### src/rtl/rr_arbiter_13_pkg.sv
// Shared constants, FSM state type and mask helpers for the 13-way
// round-robin arbiter.
package rr_arbiter_13_pkg;

  localparam int NUM_REQ = 13;
  localparam int IDX_W   = 4;
  localparam int HOLD_W  = 8;

  typedef enum logic [0:0] {
    ST_IDLE  = 1'b0,
    ST_GRANT = 1'b1
  } state_e;

  // Bits strictly above p are kept, so p = 12 yields an all-zero mask.
  function automatic logic [NUM_REQ-1:0] upper_mask(input logic [IDX_W-1:0] p);
    logic [NUM_REQ-1:0] m;
    for (int i = 0; i < NUM_REQ; i++) begin
      m[i] = (IDX_W'(i) > p);
    end
    return m;
  endfunction

  function automatic logic [NUM_REQ-1:0] onehot(input logic [IDX_W-1:0] idx);
    logic [NUM_REQ-1:0] v;
    for (int i = 0; i < NUM_REQ; i++) begin
      v[i] = (IDX_W'(i) == idx);
    end
    return v;
  endfunction

endpackage

### src/rtl/rr_arbiter_13_prio_enc.sv
// Lowest-set-bit priority encoder over 13 request lines.
module priority_encoder_13bit
  import rr_arbiter_13_pkg::*;
(
  input  logic [NUM_REQ-1:0] req_i,
  output logic [IDX_W-1:0]   idx_o,
  output logic               valid_o
);

  // Scan from the top so the lowest set bit is the last one written.
  always_comb begin
    idx_o   = {IDX_W{1'b0}};
    valid_o = |req_i;
    for (int i = NUM_REQ - 1; i >= 0; i--) begin
      idx_o = req_i[i] ? IDX_W'(i) : idx_o;
    end
  end

endmodule

### src/rtl/rr_arbiter_13.sv
// 13-requester round-robin arbiter with done/abort release, a hold-time
// limit that force-releases a grant, and one dead cycle after each release.
module rr_arbiter_13
  import rr_arbiter_13_pkg::*;
#(
  parameter int HOLD_MAX = 255
) (
  input  logic               clk_i,
  input  logic               rst_i,
  input  logic [NUM_REQ-1:0] req_i,
  input  logic               done_i,
  output logic [NUM_REQ-1:0] grant_o,
  output logic [IDX_W-1:0]   grant_idx_o,
  output logic               grant_valid_o,
  output logic               timeout_o
);

  localparam logic [HOLD_W-1:0] HOLD_LAST = HOLD_W'(HOLD_MAX - 1);
  localparam logic [HOLD_W-1:0] HOLD_SAT  = {HOLD_W{1'b1}};

  state_e             state_q, state_d;
  logic [IDX_W-1:0]   ptr_q, ptr_d;
  logic [HOLD_W-1:0]  hold_q, hold_d;
  logic               rel_q, rel_d;
  logic [NUM_REQ-1:0] grant_q, grant_d;
  logic [IDX_W-1:0]   idx_q, idx_d;
  logic               valid_q, valid_d;
  logic               timeout_q, timeout_d;

  logic [NUM_REQ-1:0] masked_s;
  logic [IDX_W-1:0]   m_idx_s, u_idx_s, win_idx_s;
  logic               m_vld_s, u_vld_s;
  logic               abort_s, hold_hit_s, release_s;

  assign masked_s = req_i & upper_mask(ptr_q);

  priority_encoder_13bit u_enc_masked (
    .req_i   (masked_s),
    .idx_o   (m_idx_s),
    .valid_o (m_vld_s)
  );

  priority_encoder_13bit u_enc_unmasked (
    .req_i   (req_i),
    .idx_o   (u_idx_s),
    .valid_o (u_vld_s)
  );

  assign win_idx_s  = m_vld_s ? m_idx_s : u_idx_s;
  assign abort_s    = ~(|(req_i & grant_q));
  assign hold_hit_s = (hold_q == HOLD_LAST);
  assign release_s  = done_i | abort_s | hold_hit_s;

  // Next-state and next-output logic; rel_q blocks arbitration for the
  // cycle right after a release, giving the two-cycle gap between grants.
  always_comb begin
    state_d   = state_q;
    ptr_d     = ptr_q;
    hold_d    = hold_q;
    rel_d     = 1'b0;
    grant_d   = grant_q;
    idx_d     = idx_q;
    valid_d   = valid_q;
    timeout_d = 1'b0;
    case (state_q)
      ST_IDLE: begin
        if (!rel_q && u_vld_s) begin
          state_d = ST_GRANT;
          grant_d = onehot(win_idx_s);
          idx_d   = win_idx_s;
          valid_d = 1'b1;
          hold_d  = {HOLD_W{1'b0}};
        end else begin
          state_d = ST_IDLE;
        end
      end
      ST_GRANT: begin
        if (release_s) begin
          state_d   = ST_IDLE;
          ptr_d     = idx_q;
          grant_d   = {NUM_REQ{1'b0}};
          idx_d     = {IDX_W{1'b0}};
          valid_d   = 1'b0;
          hold_d    = {HOLD_W{1'b0}};
          rel_d     = 1'b1;
          timeout_d = hold_hit_s & ~done_i & ~abort_s;
        end else begin
          hold_d = (hold_q == HOLD_SAT) ? hold_q : hold_q + 8'd1;
        end
      end
      default: begin
        state_d = ST_IDLE;
        grant_d = {NUM_REQ{1'b0}};
        idx_d   = {IDX_W{1'b0}};
        valid_d = 1'b0;
        hold_d  = {HOLD_W{1'b0}};
      end
    endcase
  end

  // State and registered outputs with synchronous reset.
  always_ff @(posedge clk_i) begin
    if (rst_i) begin
      state_q   <= ST_IDLE;
      ptr_q     <= 4'd12;
      hold_q    <= {HOLD_W{1'b0}};
      rel_q     <= 1'b0;
      grant_q   <= {NUM_REQ{1'b0}};
      idx_q     <= {IDX_W{1'b0}};
      valid_q   <= 1'b0;
      timeout_q <= 1'b0;
    end else begin
      state_q   <= state_d;
      ptr_q     <= ptr_d;
      hold_q    <= hold_d;
      rel_q     <= rel_d;
      grant_q   <= grant_d;
      idx_q     <= idx_d;
      valid_q   <= valid_d;
      timeout_q <= timeout_d;
    end
  end

  assign grant_o       = grant_q;
  assign grant_idx_o   = idx_q;
  assign grant_valid_o = valid_q;
  assign timeout_o     = timeout_q;

endmodule

### config.mk
export PLATFORM = sky130hd
export DESIGN_NAME = rr_arbiter_13
export DESIGN_NICKNAME = d
export VERILOG_FILES = /design/src/rtl/rr_arbiter_13_pkg.sv /design/src/rtl/rr_arbiter_13_prio_enc.sv /design/src/rtl/rr_arbiter_13.sv
export SDC_FILE = /design/constraint.sdc
export NUM_CORES = 1
export LEC_CHECK = 0
export BUFFER_PORTS_ARGS = -buffer_cell sky130_fd_sc_hd__buf_2
export CELL_PAD_IN_SITES_DETAIL_PLACEMENT = 0
export CELL_PAD_IN_SITES_GLOBAL_PLACEMENT = 1
export CORE_AREA = 2 2 75 77
export CTS_BUF_LIST = sky130_fd_sc_hd__clkbuf_4
export DETAILED_ROUTE_END_ITERATION = 12
export DIE_AREA = 0 0 77 79
export GPL_TIMING_DRIVEN = 0
export PLACE_DENSITY = 0.72
export SETUP_SLACK_MARGIN = 0.3
export SYNTH_ARGS = -nofsm -noshare
export SYNTH_HDL_FRONTEND = slang
export SYNTH_SLANG_ARGS = --single-unit
### constraint.sdc
create_clock -name clk_i -period 1.8 [get_ports clk_i]
set_clock_uncertainty 0.2 [all_clocks]
set_input_delay 0.18 -clock clk_i [delete_from_list [all_inputs] [get_ports clk_i]]
set_output_delay 0.18 -clock clk_i [all_outputs]
set_load 0.02 [all_outputs]
==> results by group <==
Placement
  • DP Wirelength: between 4 and 5 mm
  • Post-Place Cells: ~340
  • Gpl congestion: around 0.79
  • IO Port Bufs: 32
  • DP Worst Slack: -0.416 ns

Status
  • Failing checks: negative setup slack
  • Status: complete, but fails checks

Drt
  • DR vias: 1994
  • DRT iter0 DRCs: 79
  • First drt pass iteration count: 4
  • Drt wl/cell: roughly 16 microns
  • Drt drc: 0
  • ANT nets after route: 0
  • Via density: 5.51
  • Routed WL: 5.89 mm

Synthesis
  • Area fraction of the dominant cell type after synthesis: 33.3%
  • Mapped Avg Cell Area: 8.58 sq um
  • Largest area contributor in the netlist: dfxtp_1
  • Seq cells post-synth: 33
  • Post-synthesis sequential area ratio: 33.3%
  • Async SR Flop Fraction: 0%
  • Top_reg_cell synth: dfxtp_1
  • Post-synth EDFFs: 0
  • Cells after Synth: between 200 and 250
  • Synth Cell Area: between 0.0015 and 0.002 sq mm
  • Top post-synthesis cells by area: dfxtp_1 33%, o31ai_1 5.3%, nand2_1 4.9%
  • Distinct cells, synth: 64
  • Syn Nets: around 250
  • Warnings from Yosys: 0

Power
  • VDD IR max: 0.000614 V
  • Pleak: 1.12 nW
  • Power density over the cells: 1310 mW/mm^2

Critical path
  • Worst Setup Start Kind: flip-flop
  • Crit path max fanout: 7
  • Buffers & Inverters on Critical Path: 1
  • FF-to-FF setup slack: -0.34 ns
  • Worst Setup SP: ptr_q[1]
  • Crit path max-delay family: simple AND/OR/NAND/NOR gates
  • Crit-path cells: or3b_4 -> a41oi_4 -> buf_6 -> and2b_2 -> a22oi_2 -> o31ai_1
  • R2R cell count: 6
  • Critical Path RT: 1.82 ns
  • Reg2reg start: ptr_q[1]
  • End of the worst register-to-register path: grant_o[3]
  • Largest stage delay, worst path: 0.40 ns
  • Crit end category: flip-flop
  • CP arrival: 2.15 ns
  • Slowest CP cell: or3b_4
  • Critical path class: reg -> reg

Timing
  • Fmax achieved: 0.468 GHz
  • Final hold violation count: 0
  • Final worst setup slack: -0.335 ns
  • Worst slew pin tran: 0.584 ns
  • RSZ-0062 raised after global routing: true
  • Final setup vio count: 33
  • Post-layout min period: 2.14 ns
  • Final Cycle Share: 119%
  • Fin. max-slew vios: 0
  • Slew HR: 60.6%

Layout
  • Commonest non-fill, non-tap cell in the layout: buf_2
  • Fraction of layout instances using a drive strength above 1: a little over two fifths
  • Post-route insts no fill: approximately 360
  • Most frequent cells in the layout: 32 x buf_2, 26 x dfxtp_1, 22 x nand2_1
  • Fill count: 559
  • Nets: 307
  • # diodes: 0
  • Multi-input gate area: 0.00147 sq mm
  • Area growth syn-to-layout: 38.5%
  • Register area: between 600 and 700 sq um

Die
  • Die area: 0.00608 sq mm
  • Starting Density: 37.1%
  • Die W: 77 microns
  • Rows: 27
  • Die H: 79 microns
  • Io pins: 35
  • Core area: 0.00534 sq mm

Global route
  • Congestion Overflow GR: 0
  • First-pass GRT wire length: 9.57 mm
  • Vias in the first global route: approximately 1900
  • GRT Total Usage: 19.9%
  • Initial antenna violation count: 0
  • Largest net degree at the start of global routing: 12

Clock network
  • CTS root buffer: clkbuf_4
  • H-tree levels: 2
  • Sink Count: 33
  • Clk_lat worst skew: 0.34 ns
  • TritonCTS Buffers: 5
  • Reg clk slew, reported paths: between 0.1 and 0.15 ns
  • CTS tree: done
  • Max Buffers Root-to-Sink: 2

Flow run
  • Max Cap Viol: 0

Hold path
  • WHS Path Cells: 2
  • Hold_sp: rst_i
  • Hold Path End: hold_q[1]
  • Hold Path Class: in -> reg
==> layout make-up <==
class	count	area share, %
buffer	8	2.87
clock buffer	5	1.37
clock inverter	3	0.638
inverter	11	1.60
multi-input combinational	179	53.5
sequential	33	24.6
tap	72	3.28
timing repair buffer	51	12.2
==> routing by layer <==
metal,share of wire (%),GRT usage [%],up-vias
met5,0,0,-
met4,1.7,6.61,0
met3,4.2,3.07,9
met2,48,32.5,41
met1,47,27.0,963
li1,-,-,981
==> state kept, by name (all words and copies together) (netlist names) <==
name,count
rel_q,1
hold_q,8
grant_idx_o,4
ptr_q,4
grant_valid_o,1
timeout_o,1
state_q,1
grant_o,13
==> cell families after synthesis <==
logic type	share of synthesized area [%]
XOR/XNOR	2.65
AO/OA/AOI/OAI	30.1
AND/OR/NAND/NOR	27.4
flip-flops	33.3
adder cells (fa/ha/maj)	1.26
buffers and inverters	5.24
==> Yosys cell counts, drive strengths merged (2+ instances only) <==
cell type and instances:
or3 2, a41oi 2, xor2 6, nand3 11
nor2 16, a21o 2, a311oi 2, buf 7
or2 2, dfxtp 33, and2b 3, a22o 2
and3 7, nand2 27, o31ai 14, nand2b 8
nor4 3, nor3 2, a22oi 6, a21oi 11
o2bb2ai 2, nor2b 3, and2 3, inv 11
a2bb2oi 2, o21ai 13, nand4 3, o311ai 2
o211ai 3, ha 2
==> power by group <==
| group | internal [W] | switching (W) | total [W] |
|---|---|---|---|
| clock network | 0.000147 | 0.000262 | 0.000409 |
| registers | 0.000885 | 0.000144 | 0.00103 |
| logic | 0.000917 | 0.00123 | 0.00215 |
==> per-stage QoR <==
step,TNS [ns],total power [W],cell area (sq um),utilization [%],hold WS (ns)
floorplan,-1.16,0.00224,2050,-,0.228
global placement,-8.41,0.00270,2300,43.2,0.245
detailed placement,-8.66,0.00270,2300,43.2,0.245
CTS,-5.62,0.00342,2640,49.4,0.0383
global route,-10.67,0.00382,2750,51.4,0.0837
finish,-7.77,0.00359,2750,51.4,0.0510
==> worst max-delay path by stage <==
stage / end / slack, ns / cells past startpoint
floorplan: grant_o[9] / -0.11 / 7
global placement: grant_o[1] / -0.42 / 9
detailed placement: grant_o[2] / -0.42 / 9
CTS: grant_o[1] / -0.27 / 7
global route: grant_o[3] / -0.39 / 7
finish: grant_o[3] / -0.34 / 6
==> what timing repair did <==
action,CTS,global route
resized for setup,34,19
setup endpoints to repair,33,33
pin swaps,15,10
buffers inserted,15,3
hold buffers,0,0
cloned,1,0
Note: power is estimated with default switching activity, not from simulation.
